$ cat src/rtl/fpu_pkg.sv
// Shared FPU types, widths and helpers.
// Used by the adder pipeline and other FPU datapath units.
package fpu_pkg;

   localparam int EXP_W_DEF = 8;
   localparam int MAN_W_DEF = 23;

   localparam int FLAG_NV = 2;
   localparam int FLAG_OF = 1;
   localparam int FLAG_NX = 0;

   typedef struct packed {
      logic                 sign;
      logic [EXP_W_DEF:0]   exp;
      logic [MAN_W_DEF:0]   mant;
      logic [2:0]           grs;
   } fp_stage_t;

   // Canonical quiet NaN {0, all-ones exp, 1 then zeros}
   function automatic logic [63:0] qnan(input int ew, input int mw);
      logic [63:0] r;
      r = '0;
      for (int i = 0; i < ew; i++) r[mw+i] = 1'b1;
      r[mw-1] = 1'b1;
      return r;
   endfunction

endpackage

$ cat src/rtl/fpu_lzc.sv
// Leading-zero counter; an all-zero input returns WIDTH.
module fpu_lzc #(
   parameter int  WIDTH = 24,
   localparam int CW    = $clog2(WIDTH+1)
) (
   input  logic [WIDTH-1:0] data_i,
   output logic [CW-1:0]    cnt_o
);

   always_comb begin
      cnt_o = CW'(WIDTH);
      for (int i = 0; i < WIDTH; i++)
         if (data_i[i]) cnt_o = CW'(WIDTH-1-i);
   end

endmodule

$ cat src/rtl/fpu_add_pipe.sv
// Pipelined IEEE-754 adder/subtractor, RNE only.
// Input capture, then align, add and normalise/round stages.
module fpu_add_pipe
   import fpu_pkg::*;
#(
   parameter int EXP_W = EXP_W_DEF,
   parameter int MAN_W = MAN_W_DEF
) (
   input  logic                   clk_i,
   input  logic                   rst_ni,
   input  logic                   valid_i,
   output logic                   ready_o,
   input  logic [EXP_W+MAN_W:0]   a_i,
   input  logic [EXP_W+MAN_W:0]   b_i,
   input  logic                   sub_i,
   output logic                   valid_o,
   input  logic                   ready_i,
   output logic [EXP_W+MAN_W:0]   sum_o,
   output logic [2:0]             flags_o
);

   localparam int W  = EXP_W+MAN_W+1;
   localparam int MW = MAN_W+4;
   localparam int SW = MAN_W+5;
   localparam int E1 = EXP_W+1;
   localparam int LW = $clog2(MW+1);

   typedef struct packed {
      logic          sign;
      logic [E1-1:0] exp;
      logic [MW-1:0] big;
      logic [MW-1:0] sml;
      logic          sub;
      logic          spec;
      logic [W-1:0]  sres;
      logic          snv;
   } s1_t;

   typedef struct packed {
      logic          sign;
      logic [E1-1:0] exp;
      logic [SW-1:0] sum;
      logic          sub;
      logic          spec;
      logic [W-1:0]  sres;
      logic          snv;
   } s2_t;

   logic          adv;
   logic          v0_q, v1_q, v2_q, v3_q;
   logic [W-1:0]  a_q, b_q;
   logic          sub_q;
   s1_t           s1_d, s1_q;
   s2_t           s2_d, s2_q;
   logic [W-1:0]  sum_d, sum_q;
   logic [2:0]    flags_d, flags_q;

   assign adv     = ~v3_q | ready_i;
   assign ready_o = adv;
   assign valid_o = v3_q;
   assign sum_o   = sum_q;
   assign flags_o = flags_q;

   // Stage 1: decode, specials, swap and align
   logic              sa, sb, a_nan, b_nan, a_inf, b_inf, a_big, lost;
   logic [EXP_W-1:0]  ea_f, eb_f;
   logic [MAN_W-1:0]  fa, fb;
   logic [E1-1:0]     ea, eb, big_e, sml_e, diff, sh1;
   logic [MAN_W:0]    ma, mb, big_m, sml_m;
   logic [MW-1:0]     ext, shd;

   assign {sa, ea_f, fa} = a_q;
   assign eb_f  = b_q[W-2:MAN_W];
   assign fb    = b_q[MAN_W-1:0];
   assign sb    = b_q[W-1] ^ sub_q;
   assign ea    = (ea_f == '0) ? E1'(1) : E1'(ea_f);
   assign eb    = (eb_f == '0) ? E1'(1) : E1'(eb_f);
   assign ma    = {|ea_f, fa};
   assign mb    = {|eb_f, fb};
   assign a_nan = &ea_f & |fa;
   assign b_nan = &eb_f & |fb;
   assign a_inf = &ea_f & ~|fa;
   assign b_inf = &eb_f & ~|fb;
   assign a_big = {ea, ma} >= {eb, mb};
   assign big_e = a_big ? ea : eb;
   assign sml_e = a_big ? eb : ea;
   assign big_m = a_big ? ma : mb;
   assign sml_m = a_big ? mb : ma;
   assign diff  = big_e - sml_e;
   assign sh1   = (diff > E1'(MW-1)) ? E1'(MW-1) : diff;
   assign ext   = {sml_m, 3'b000};
   assign shd   = ext >> sh1;
   assign lost  = |(ext & ~({MW{1'b1}} << sh1));

   always_comb begin
      s1_d      = '0;
      s1_d.sign = a_big ? sa : sb;
      s1_d.exp  = big_e;
      s1_d.big  = {big_m, 3'b000};
      s1_d.sml  = {shd[MW-1:1], shd[0] | lost};
      s1_d.sub  = sa ^ sb;
      if (a_nan | b_nan | (a_inf & b_inf & (sa != sb))) begin
         s1_d.spec = 1'b1;
         s1_d.sres = W'(qnan(EXP_W, MAN_W));
         s1_d.snv  = (a_nan & ~fa[MAN_W-1]) | (b_nan & ~fb[MAN_W-1])
                   | (a_inf & b_inf);
      end else if (a_inf) begin
         s1_d.spec = 1'b1;
         s1_d.sres = {sa, {EXP_W{1'b1}}, {MAN_W{1'b0}}};
      end else if (b_inf) begin
         s1_d.spec = 1'b1;
         s1_d.sres = {sb, {EXP_W{1'b1}}, {MAN_W{1'b0}}};
      end
   end

   // Stage 2: signed-magnitude add; big >= small so never negative
   always_comb begin
      s2_d      = '0;
      s2_d.sign = s1_q.sign;
      s2_d.exp  = s1_q.exp;
      s2_d.sub  = s1_q.sub;
      s2_d.spec = s1_q.spec;
      s2_d.sres = s1_q.sres;
      s2_d.snv  = s1_q.snv;
      s2_d.sum  = s1_q.sub ? {1'b0, s1_q.big} - {1'b0, s1_q.sml}
                           : {1'b0, s1_q.big} + {1'b0, s1_q.sml};
   end

   // Stage 3: normalise, round to nearest even, pack
   logic [LW-1:0]   lz;
   logic [E1-1:0]   lim, sh3, e_n, e_r;
   logic [MW-1:0]   m;
   logic [MAN_W+1:0] mr;
   logic [MAN_W:0]  mf;
   logic            nx, rup;

   fpu_lzc #(.WIDTH(MW)) u_lzc (
      .data_i (s2_q.sum[MW-1:0]),
      .cnt_o  (lz)
   );

   always_comb begin
      lim     = s2_q.exp - E1'(1);
      sh3     = (E1'(lz) > lim) ? lim : E1'(lz);
      m       = s2_q.sum[MW-1:0] << sh3;
      e_n     = s2_q.exp - sh3;
      if (s2_q.sum[SW-1]) begin
         m   = {s2_q.sum[SW-1:2], s2_q.sum[1] | s2_q.sum[0]};
         e_n = s2_q.exp + E1'(1);
      end
      nx      = |m[2:0];
      rup     = m[2] & (m[1] | m[0] | m[3]);
      mr      = {1'b0, m[MW-1:3]} + (MAN_W+2)'(rup);
      mf      = mr[MAN_W:0];
      e_r     = e_n;
      if (mr[MAN_W+1]) begin
         mf  = mr[MAN_W+1:1];
         e_r = e_n + E1'(1);
      end
      flags_d = '0;
      if (s2_q.spec) begin
         sum_d            = s2_q.sres;
         flags_d[FLAG_NV] = s2_q.snv;
      end else if (e_r >= E1'((1 << EXP_W) - 1)) begin
         sum_d            = {s2_q.sign, {EXP_W{1'b1}}, {MAN_W{1'b0}}};
         flags_d[FLAG_OF] = 1'b1;
         flags_d[FLAG_NX] = 1'b1;
      end else begin
         sum_d = {s2_q.sign & ~(s2_q.sub & ~|mf),
                  mf[MAN_W] ? e_r[EXP_W-1:0] : {EXP_W{1'b0}},
                  mf[MAN_W-1:0]};
         flags_d[FLAG_NX] = nx;
      end
   end

   always_ff @(posedge clk_i or negedge rst_ni) begin
      if (!rst_ni) begin
         v0_q    <= 1'b0;
         v1_q    <= 1'b0;
         v2_q    <= 1'b0;
         v3_q    <= 1'b0;
         a_q     <= '0;
         b_q     <= '0;
         sub_q   <= 1'b0;
         s1_q    <= '0;
         s2_q    <= '0;
         sum_q   <= '0;
         flags_q <= '0;
      end else if (adv) begin
         v0_q <= valid_i;
         v1_q <= v0_q;
         v2_q <= v1_q;
         v3_q <= v2_q;
         if (valid_i) begin
            a_q   <= a_i;
            b_q   <= b_i;
            sub_q <= sub_i;
         end
         if (v0_q) s1_q <= s1_d;
         if (v1_q) s2_q <= s2_d;
         if (v2_q) begin
            sum_q   <= sum_d;
            flags_q <= flags_d;
         end
      end
   end

endmodule

$ cat config.mk
export PLATFORM = sky130hd
export DESIGN_NAME = fpu_add_pipe
export DESIGN_NICKNAME = d
export VERILOG_FILES = /design/src/rtl/fpu_pkg.sv /design/src/rtl/fpu_lzc.sv /design/src/rtl/fpu_add_pipe.sv
export SDC_FILE = /design/constraint.sdc
export NUM_CORES = 1
export LEC_CHECK = 0
export CAP_MARGIN = 15
export CORE_ASPECT_RATIO = 1.4
export CORE_MARGIN = 2
export CORE_UTILIZATION = 40
export CTS_CLUSTER_DIAMETER = 200
export DETAILED_ROUTE_END_ITERATION = 12
export GPL_TIMING_DRIVEN = 0
export HOLD_SLACK_MARGIN = 0.03
export PLACE_DENSITY_LB_ADDON = 0.12
export SKIP_CTS_REPAIR_TIMING = 1
export SLEW_MARGIN = 20
export SYNTH_ARGS = -nofsm -noshare
export SYNTH_HDL_FRONTEND = slang
export SYNTH_SLANG_ARGS = --single-unit
export TNS_END_PERCENT = 20
$ cat constraint.sdc
create_clock -name clk_i -period 8.8 [get_ports clk_i]
set_input_delay 1.76 -clock clk_i [delete_from_list [all_inputs] [get_ports clk_i]]
set_output_delay 1.76 -clock clk_i [all_outputs]
set_load 0.005 [all_outputs]
; Word-level counts from Yosys, hierarchy flattened
; Cells that the tools add are included.
[op_classes]
mul = 0
bitwise_logic = 28
n_lt_le_gt_ge = 4
n_reduce_logical = 18
div = 0
n_eq_ne = 1
n_addsub = 8
shifts = 3
muxes = 52
[op_table]
columns = op, count
row1 = $mux W33, 3
row2 = $mux W5, 16
row3 = $mux W24, 3
row4 = $mux W32, 2
row5 = $reduce_or A23 Y1, 2
row6 = $mux W8, 5
row7 = $mux W9, 4
row8 = $ge A32 B32 Y1, 1
row9 = $mux W4, 8
row10 = $add A27 B27 Y28, 1
row11 = $mux W28, 1
row12 = $sub A27 B27 Y28, 1
row13 = $and A27 B27 Y27, 1
row14 = $mux W27, 1
row15 = $not A27 Y27, 1
row16 = $reduce_or A27 Y1, 1
row17 = $shl A27 B9 Y27, 1
row18 = $shl A27 B9 Y27 const A, 1
row19 = $shr A27 B9 Y27, 1
row20 = $add A24 B1 Y25, 1
row21 = $reduce_or A24 Y1, 1
row22 = $add A9 B1 Y9 const B, 2
row23 = $logic_not A8 Y1, 2
row24 = $reduce_and A8 Y1, 2
row25 = 17 further kinds, 52
[word_totals]
n_memories = 0
out_inout_bits = 37
word_cells = 138
romBits = 0
reg_bits = 273
latchBits = 0
ram_bits = 0

; Logic depth before layout (Yosys ltp)
[depth]
word_depth = 43
ltp_mapped = 33
ltp_nobuf = 29

; Cells and area by module
; From an unflattened synthesis, not the netlist that was laid out.
[hier_totals]
hier_cells = 2184
area_unflattened_um2 = 17684.5
[modules_own_cells]
columns = module, cells_per_inst, n_inst, area_each_um2
row1 = fpu_add_pipe, 2133, 1, 17406.7
row2 = fpu_lzc, 51, 1, 277.8

; Worst setup path before layout
; OpenSTA, ideal clock, no wires.
[synth_timing]
kind = flip-flop to flip-flop
from = reg s2_q[54] in the netlist's numbering
to = reg sum_q[26] (netlist: sum_o[26])
stages_incl_launch_ff = 33
slack_ns = 1.995
t_required_ns = 8.674
arrival_ns = 6.679
synth_period_minus_slack_ns = 6.805
n_path_buf = 5
setup_time_ns = 0.126
path_cell_list = dfrtp_1 > buf_6 > or4_1 > buf_2 > a211o_1 > nand2_2 > inv_4 > buf_2 > ha_1 > and3_1 > o21a_1 > o21ai_1 > nor2_8 > o21ai_4 > inv_2 > clkbuf_1 > ha_1 > nor2b_1 > ha_1 > a21o_1 > a21oi_1 > o21bai_1 > a21oi_1 > o21bai_1 > a21oi_1 > xnor2_1 > nand2_1 > or2_2 > o31ai_2 > a31oi_4 > nand2b_4 > buf_6 > o32a_1
[synth_via]
elab_chain_len = 20
[synth_rtl]
columns = element, line_no
row1 = "start, declared", fpu_add_pipe.sv:54  ; s2_t s2_d, s2_q;
row2 = "start signal, assigned", fpu_add_pipe.sv:186  ; s2_q <= '0;
row3 = "start signal, assigned", fpu_add_pipe.sv:200  ; if (v1_q) s2_q <= s2_d;
row4 = $mux W5 (8 in series), fpu_lzc.sv:13  ; if (data_i[i]) cnt_o = CW'(WIDTH-1-i);
row5 = $gt A5 B9 Y1, fpu_add_pipe.sv:144  ; sh3 = (E1'(lz) > lim) ? lim : E1'(lz);
row6 = $mux W9, fpu_add_pipe.sv:144
row7 = $shl A27 B9 Y27, fpu_add_pipe.sv:145  ; m = s2_q.sum[MW-1:0] << sh3;
row8 = $mux W27, fpu_add_pipe.sv:147  ; if (s2_q.sum[SW-1]) begin
row9 = $or A1 B1 Y1 (2 in series), fpu_add_pipe.sv:152  ; rup = m[2] & (m[1] | m[0] | m[3]);
row10 = $and A1 B1 Y1, fpu_add_pipe.sv:152
row11 = $add A24 B1 Y25, fpu_add_pipe.sv:153  ; mr = {1'b0, m[MW-1:3]} + (MAN_W+2)'(rup);
row12 = $mux W9 / $mux W24 (equally long branches), fpu_add_pipe.sv:156  ; if (mr[MAN_W+1]) begin
row13 = $ge A9 B8 Y1 / $mux W8 (equally long branches), "fpu_add_pipe.sv:164, fpu_add_pipe.sv:170"
row14 = $mux W32 *, fpu_add_pipe.sv:164  ; end else if (e_r >= E1'((1 << EXP_W) - 1)) begin
row15 = $mux W32 *, fpu_add_pipe.sv:161  ; if (s2_q.spec) begin
row16 = "end signal, assigned", fpu_add_pipe.sv:202  ; sum_q <= sum_d;
row17 = "end, declared", fpu_add_pipe.sv:55  ; logic [W-1:0] sum_d, sum_q;
; Mark *: on every way between the ends. The rest lies on a longest branch, timed or not.
; A chain may end at the register's enable or synchronous reset.

; Worst setup path in the final report
[layout_timing]
from = reg s2_q[63] in the netlist's numbering
to = reg sum_q[31] (netlist: sum_o[31])
[layout_via]
elab_chain_len = 17
[layout_rtl]
columns = element, line_no
row1 = $sub A9 B1 Y9, fpu_add_pipe.sv:143  ; lim = s2_q.exp - E1'(1);
row2 = $gt A5 B9 Y1, fpu_add_pipe.sv:144
row3 = $mux W9, fpu_add_pipe.sv:144
row4 = $shl A27 B9 Y27, fpu_add_pipe.sv:145
row5 = $mux W27, fpu_add_pipe.sv:147
row6 = $or A1 B1 Y1 (2 in series), fpu_add_pipe.sv:152
row7 = $and A1 B1 Y1, fpu_add_pipe.sv:152
row8 = $add A24 B1 Y25, fpu_add_pipe.sv:153
row9 = $mux W24, fpu_add_pipe.sv:156
row10 = $reduce_or A24 Y1, fpu_add_pipe.sv:169  ; sum_d = {s2_q.sign & ~(s2_q.sub & ~|mf),
row11 = $logic_not A1 Y1, fpu_add_pipe.sv:169
row12 = $and A1 B1 Y1, fpu_add_pipe.sv:169
row13 = $not A1 Y1, fpu_add_pipe.sv:169
row14 = $and A1 B1 Y1, fpu_add_pipe.sv:169
row15 = $mux W32 *, fpu_add_pipe.sv:164
row16 = $mux W32 *, fpu_add_pipe.sv:161
; Marked as above.

==> results.md <==
Outcome:
- The run finished with clean final reports.

Place:
- At the end of routability-driven placement, the weighted congestion stood at 1.020.
- The number of placed instances with taps included is 3047.
- Buffers placed on the I/O ports in this run total between 100 and 150.
- Once detailed placement completed, the half-perimeter wirelength came to around 66 mm.

Yosys:
- The net count after synthesis is approximately 2500.
- The number of instances in the synthesized netlist is between 2000 and 2500.
- Each instance of the synthesized netlist takes up on average between 8 and 9 um^2.
- The main flop type after synthesis is sky130_fd_sc_hd__dfrtp_1.
- After synthesis, the netlist uses about 110 different library cells.
- The share of the yosys chip area belonging to registers is 0.2832.
- The Yosys step of the flow raised 0 warnings.
- The combined area of all synthesized cells is between 15000 and 20000 um^2.
- The number of flops mapped to enable cells by yosys is 0.
- The dominant cell type by area after synthesis is sky130_fd_sc_hd__dfrtp_1.
- The proportion of register bits with asynchronous set or reset after synthesis is 1.000.
- Of the post-synthesis cell area, the dominant cell type holds 0.2832.
- In the post-synthesis netlist, the biggest area contributors are sky130_fd_sc_hd__dfrtp_1, sky130_fd_sc_hd__ha_1, sky130_fd_sc_hd__nand2_1.
- Synthesis inferred ~210 register bits.

Routing:
- The first-iteration detailed-routing DRC count is 1494.
- The remaining design rule violation count is 0.
- The detailed-routing iteration count for the pre-antenna-repair pass is 6.
- The total wire length after detailed routing is between 80 and 90 mm.
- After detailed routing, the average wire length per cell comes to 26.18 um.
- The final antenna-violating net count is 0.
- The routed layout has just under 20000 vias.
- Dividing the detail-routed via count by the number of cells gives 6.225.

Floorplanning:
- For this configuration, the core starts out at a cell density of 0.4056.
- The total die area is approximately 48000 um^2.
- The vertical die dimension is ~260 um.
- The cell row count is 93.
- The region available for standard cell placement spans 45960 um^2.
- The horizontal die dimension is between 150 and 200 um.
- The I/O pin count is 106.

CTS:
- Clock tree synthesis inserted a total of 24 buffers.
- The clock transition at the register clock pins on the worst setup and hold paths after CTS is about 60 ps.
- Clock tree synthesis found a total of 211 sinks.
- CTS placed an instance of sky130_fd_sc_hd__clkbuf_16 at the clock tree root.
- Counting along the longest clock path gives a buffer depth of 3.
- TritonCTS built the clock tree.
- The clock latency on the worst-skew pair is about 570 ps.
- In this run the number of H-tree levels came out at 1.

STA:
- The number of max-slew violations in the final report is 0.
- In this run the tightest slew margin relative to its limit is 0.2635.
- The worst path needs 8481 ps of the cycle, external delays included.
- The maximum achievable frequency is 117.9 MHz.
- The ratio of final minimum period to clock period is 0.9637.
- Setup violations remaining at the end of the flow were counted as 0.
- The final count of hold timing violations is 0.
- Adding up every negative setup slack in the final design gives 0 ps.
- Setup repair after global routing left no endpoint under its margin.
- The worst clock skew is about 23 ps.
- At the pin with the least slew margin, the transition time is approximately 1100 ps.

Worst setup path:
- At the worst endpoint, the required time is between 9000 and 10000 ps.
- The number of cell instances on the worst register-to-register path is 26.
- The critical path contains buffers and inverters numbering 7 combined.
- The maximum fanout along the worst path is 10.
- The register-to-register path setup slack is ~320 ps.
- The most used cell along the critical path is sky130_fd_sc_hd__clkbuf_1.
- Counting buffers and inverters, the worst setup path is 26 cells deep.
- The classification of the worst setup path is reg -> reg.
- The worst-path cell with the longest stage delay is sky130_fd_sc_hd__a2111oi_2.
- On the worst path, the slowest cell contributes a delay of ~620 ps.
- In this run the critical register-to-register path is launched from s2_q[63].
- The worst setup path is captured at a flip-flop.
- Data arrives at the worst endpoint at slightly below 9000 ps.
- The critical path launch point type is a flip-flop.
- Grouping stages by cell kind, the critical path spends the most delay in compound AO/OA/AOI/OAI gates.
- In this run the critical register-to-register path is captured at sum_o[31].

Job:
- Across the run, the number of max-cap violations was 0.

Cells and area:
- The net count of the finished layout is 2627.
- Relative to the synthesized area, the layout overhead comes to 15.40%.
- The final non-filler cell total is slightly above 3000.
- The number of antenna diodes in the final layout is 0.
- The ratio of cells with drive above 1 in the final layout is 0.1055.
- The post-route core utilization is 0.4681.

GRT:
- The met1 global-route usage is 0.3199.
- The total congestion overflow after global routing is 0.
- The met2 usage is 0.6303.
- After global routing, the most crowded layer is met2.
- The global-route usage over all layers is 0.3305.
- The first global-routing pass estimated about 120 mm of wire.
- The number of antenna violations at the first check in global routing was 0.
- The via count of the first global-routing pass is 19580.
- Entering global routing, the biggest net connects 74 pins.
- The fraction of met3 tracks used by global routing is 0.03596.

Worst hold path:
- The tightest min-delay check is of the reg -> reg type.
- The worst hold endpoint is flags_o[2].
- In this run the most critical hold path is launched from flags_o[2].
- Along the worst hold path, the cell count comes to 2.
==> cell type report <==
type,count,area [um^2]
well taps,617,772.0
plain buffers,158,675.6
clock buffers,31,646.9
clock inverters,12,202.7
inverters,117,441.7
flip-flops and latches,211,5280
repair buffers,110,1131
multi-input cells,1835,12360
fillers,4624,24450
==> cell usage in the layout, fill, tap and decap left out, types with 29 or more instances in the layout <==
cell / n
sky130_fd_sc_hd__nand2_1: 290
sky130_fd_sc_hd__dfrtp_1: 211
sky130_fd_sc_hd__nor2_1: 193
sky130_fd_sc_hd__o21ai_0: 159
sky130_fd_sc_hd__a21oi_1: 127
sky130_fd_sc_hd__inv_1: 111
sky130_fd_sc_hd__clkbuf_1: 109
sky130_fd_sc_hd__clkdlybuf4s50_1: 104
sky130_fd_sc_hd__ha_1: 99
sky130_fd_sc_hd__mux2_2: 94
sky130_fd_sc_hd__nand3_1: 62
sky130_fd_sc_hd__nor3_1: 60
sky130_fd_sc_hd__a211oi_1: 57
sky130_fd_sc_hd__o211ai_1: 44
sky130_fd_sc_hd__mux2i_1: 41
sky130_fd_sc_hd__xnor2_1: 39
sky130_fd_sc_hd__a22oi_1: 32
sky130_fd_sc_hd__buf_2: 31
sky130_fd_sc_hd__nor4_1: 29
sky130_fd_sc_hd__a31oi_1: 29
==> cells by family (layout without fill, tap and decap cells) <==
group | Yosys count | count (layout) | synth area share
adders and majority gates | 102 | 102 | 0.06913
AOI/OAI and AO/OA | 733 | 733 | 0.2711
and+or+nand+nor | 795 | 795 | 0.2018
xor gates and xnor gates | 63 | 63 | 0.02960
DFF | 211 | 211 | 0.2832
muxes | 142 | 142 | 0.08544
buffers and inverters | 277 | 428 | 0.05967
==> worst register-to-register path: cells and delay by family, from the launching register on <==
kind / cells / cell delay (ps)
AOI/OAI and AO/OA: 8 / 2550
buffers and inverters: 7 / 2140
and+or+nand+nor: 8 / 2070
adders and majority gates: 2 / 680
xor gates and xnor gates: 1 / 510
DFF: 1 / 390
==> sequential cells by signal, summed over array words and instances (netlist names) <==
signal	flops
a_q	32
b_q	32
flags_o	3
s1_q	65
s2_q	42
sub_q	1
sum_o	32
v0_q	1
v1_q	1
v2_q	1
valid_o	1
==> worst max-delay path by stage <==
| stage | start | end | slack (ps) |
|---|---|---|---|
| finish | s2_q[63] | sum_o[31] | 320 |
| global route | s2_q[63] | sum_o[31] | 30 |
| detailed placement | b_q[28] | s1_q[46] | -2190 |
| global placement | rst_ni | b_q[8] | -2710 |
| floorplan | s2_q[54] | sum_o[26] | 2000 |
| CTS | b_q[28] | s1_q[46] | -2270 |
==> cells in the mapped netlist, types with 19 or more instances <==
cell type / n
sky130_fd_sc_hd__mux2_2: 94
sky130_fd_sc_hd__nor3_1: 62
sky130_fd_sc_hd__o21ai_0: 162
sky130_fd_sc_hd__o22ai_1: 21
sky130_fd_sc_hd__inv_1: 111
sky130_fd_sc_hd__xnor2_1: 39
sky130_fd_sc_hd__ha_1: 99
sky130_fd_sc_hd__nand3_1: 62
sky130_fd_sc_hd__nor2_1: 195
sky130_fd_sc_hd__o21ai_1: 23
sky130_fd_sc_hd__a21oi_1: 130
sky130_fd_sc_hd__dfrtp_1: 211
sky130_fd_sc_hd__a31oi_1: 29
sky130_fd_sc_hd__nand2b_1: 19
sky130_fd_sc_hd__mux2i_1: 41
sky130_fd_sc_hd__nand2_1: 290
sky130_fd_sc_hd__nand4_1: 25
sky130_fd_sc_hd__a22oi_1: 32
sky130_fd_sc_hd__xor2_1: 24
sky130_fd_sc_hd__o211ai_1: 44
sky130_fd_sc_hd__nor2b_1: 22
sky130_fd_sc_hd__clkbuf_1: 111
sky130_fd_sc_hd__buf_2: 30
sky130_fd_sc_hd__a211oi_1: 58
sky130_fd_sc_hd__nor4_1: 31
==> stage by stage <==
stage | worst slack, ps | hold slack (ps) | cell area (um^2)
after global routing | 28.91 | 513.1 | 21510
final | 319.4 | 476.4 | 21510
after detailed placement | -2191 | 468.4 | 20530
after floorplan | 1995 | 434.8 | 18640
after global placement | -2715 | 456.5 | 20460
after CTS | -2267 | 481.3 | 21380
==> routing by layer <==
layer | routed length, um | share of wire
met1 | 27130 | 0.34
met2 | 42550 | 0.53
met3 | 3476 | 0.043
met4 | 7757 | 0.096
met5 | 0 | 0
Power is not shown: default switching activity piles up to over one toggle a cycle in this logic, so the estimate is an artifact.
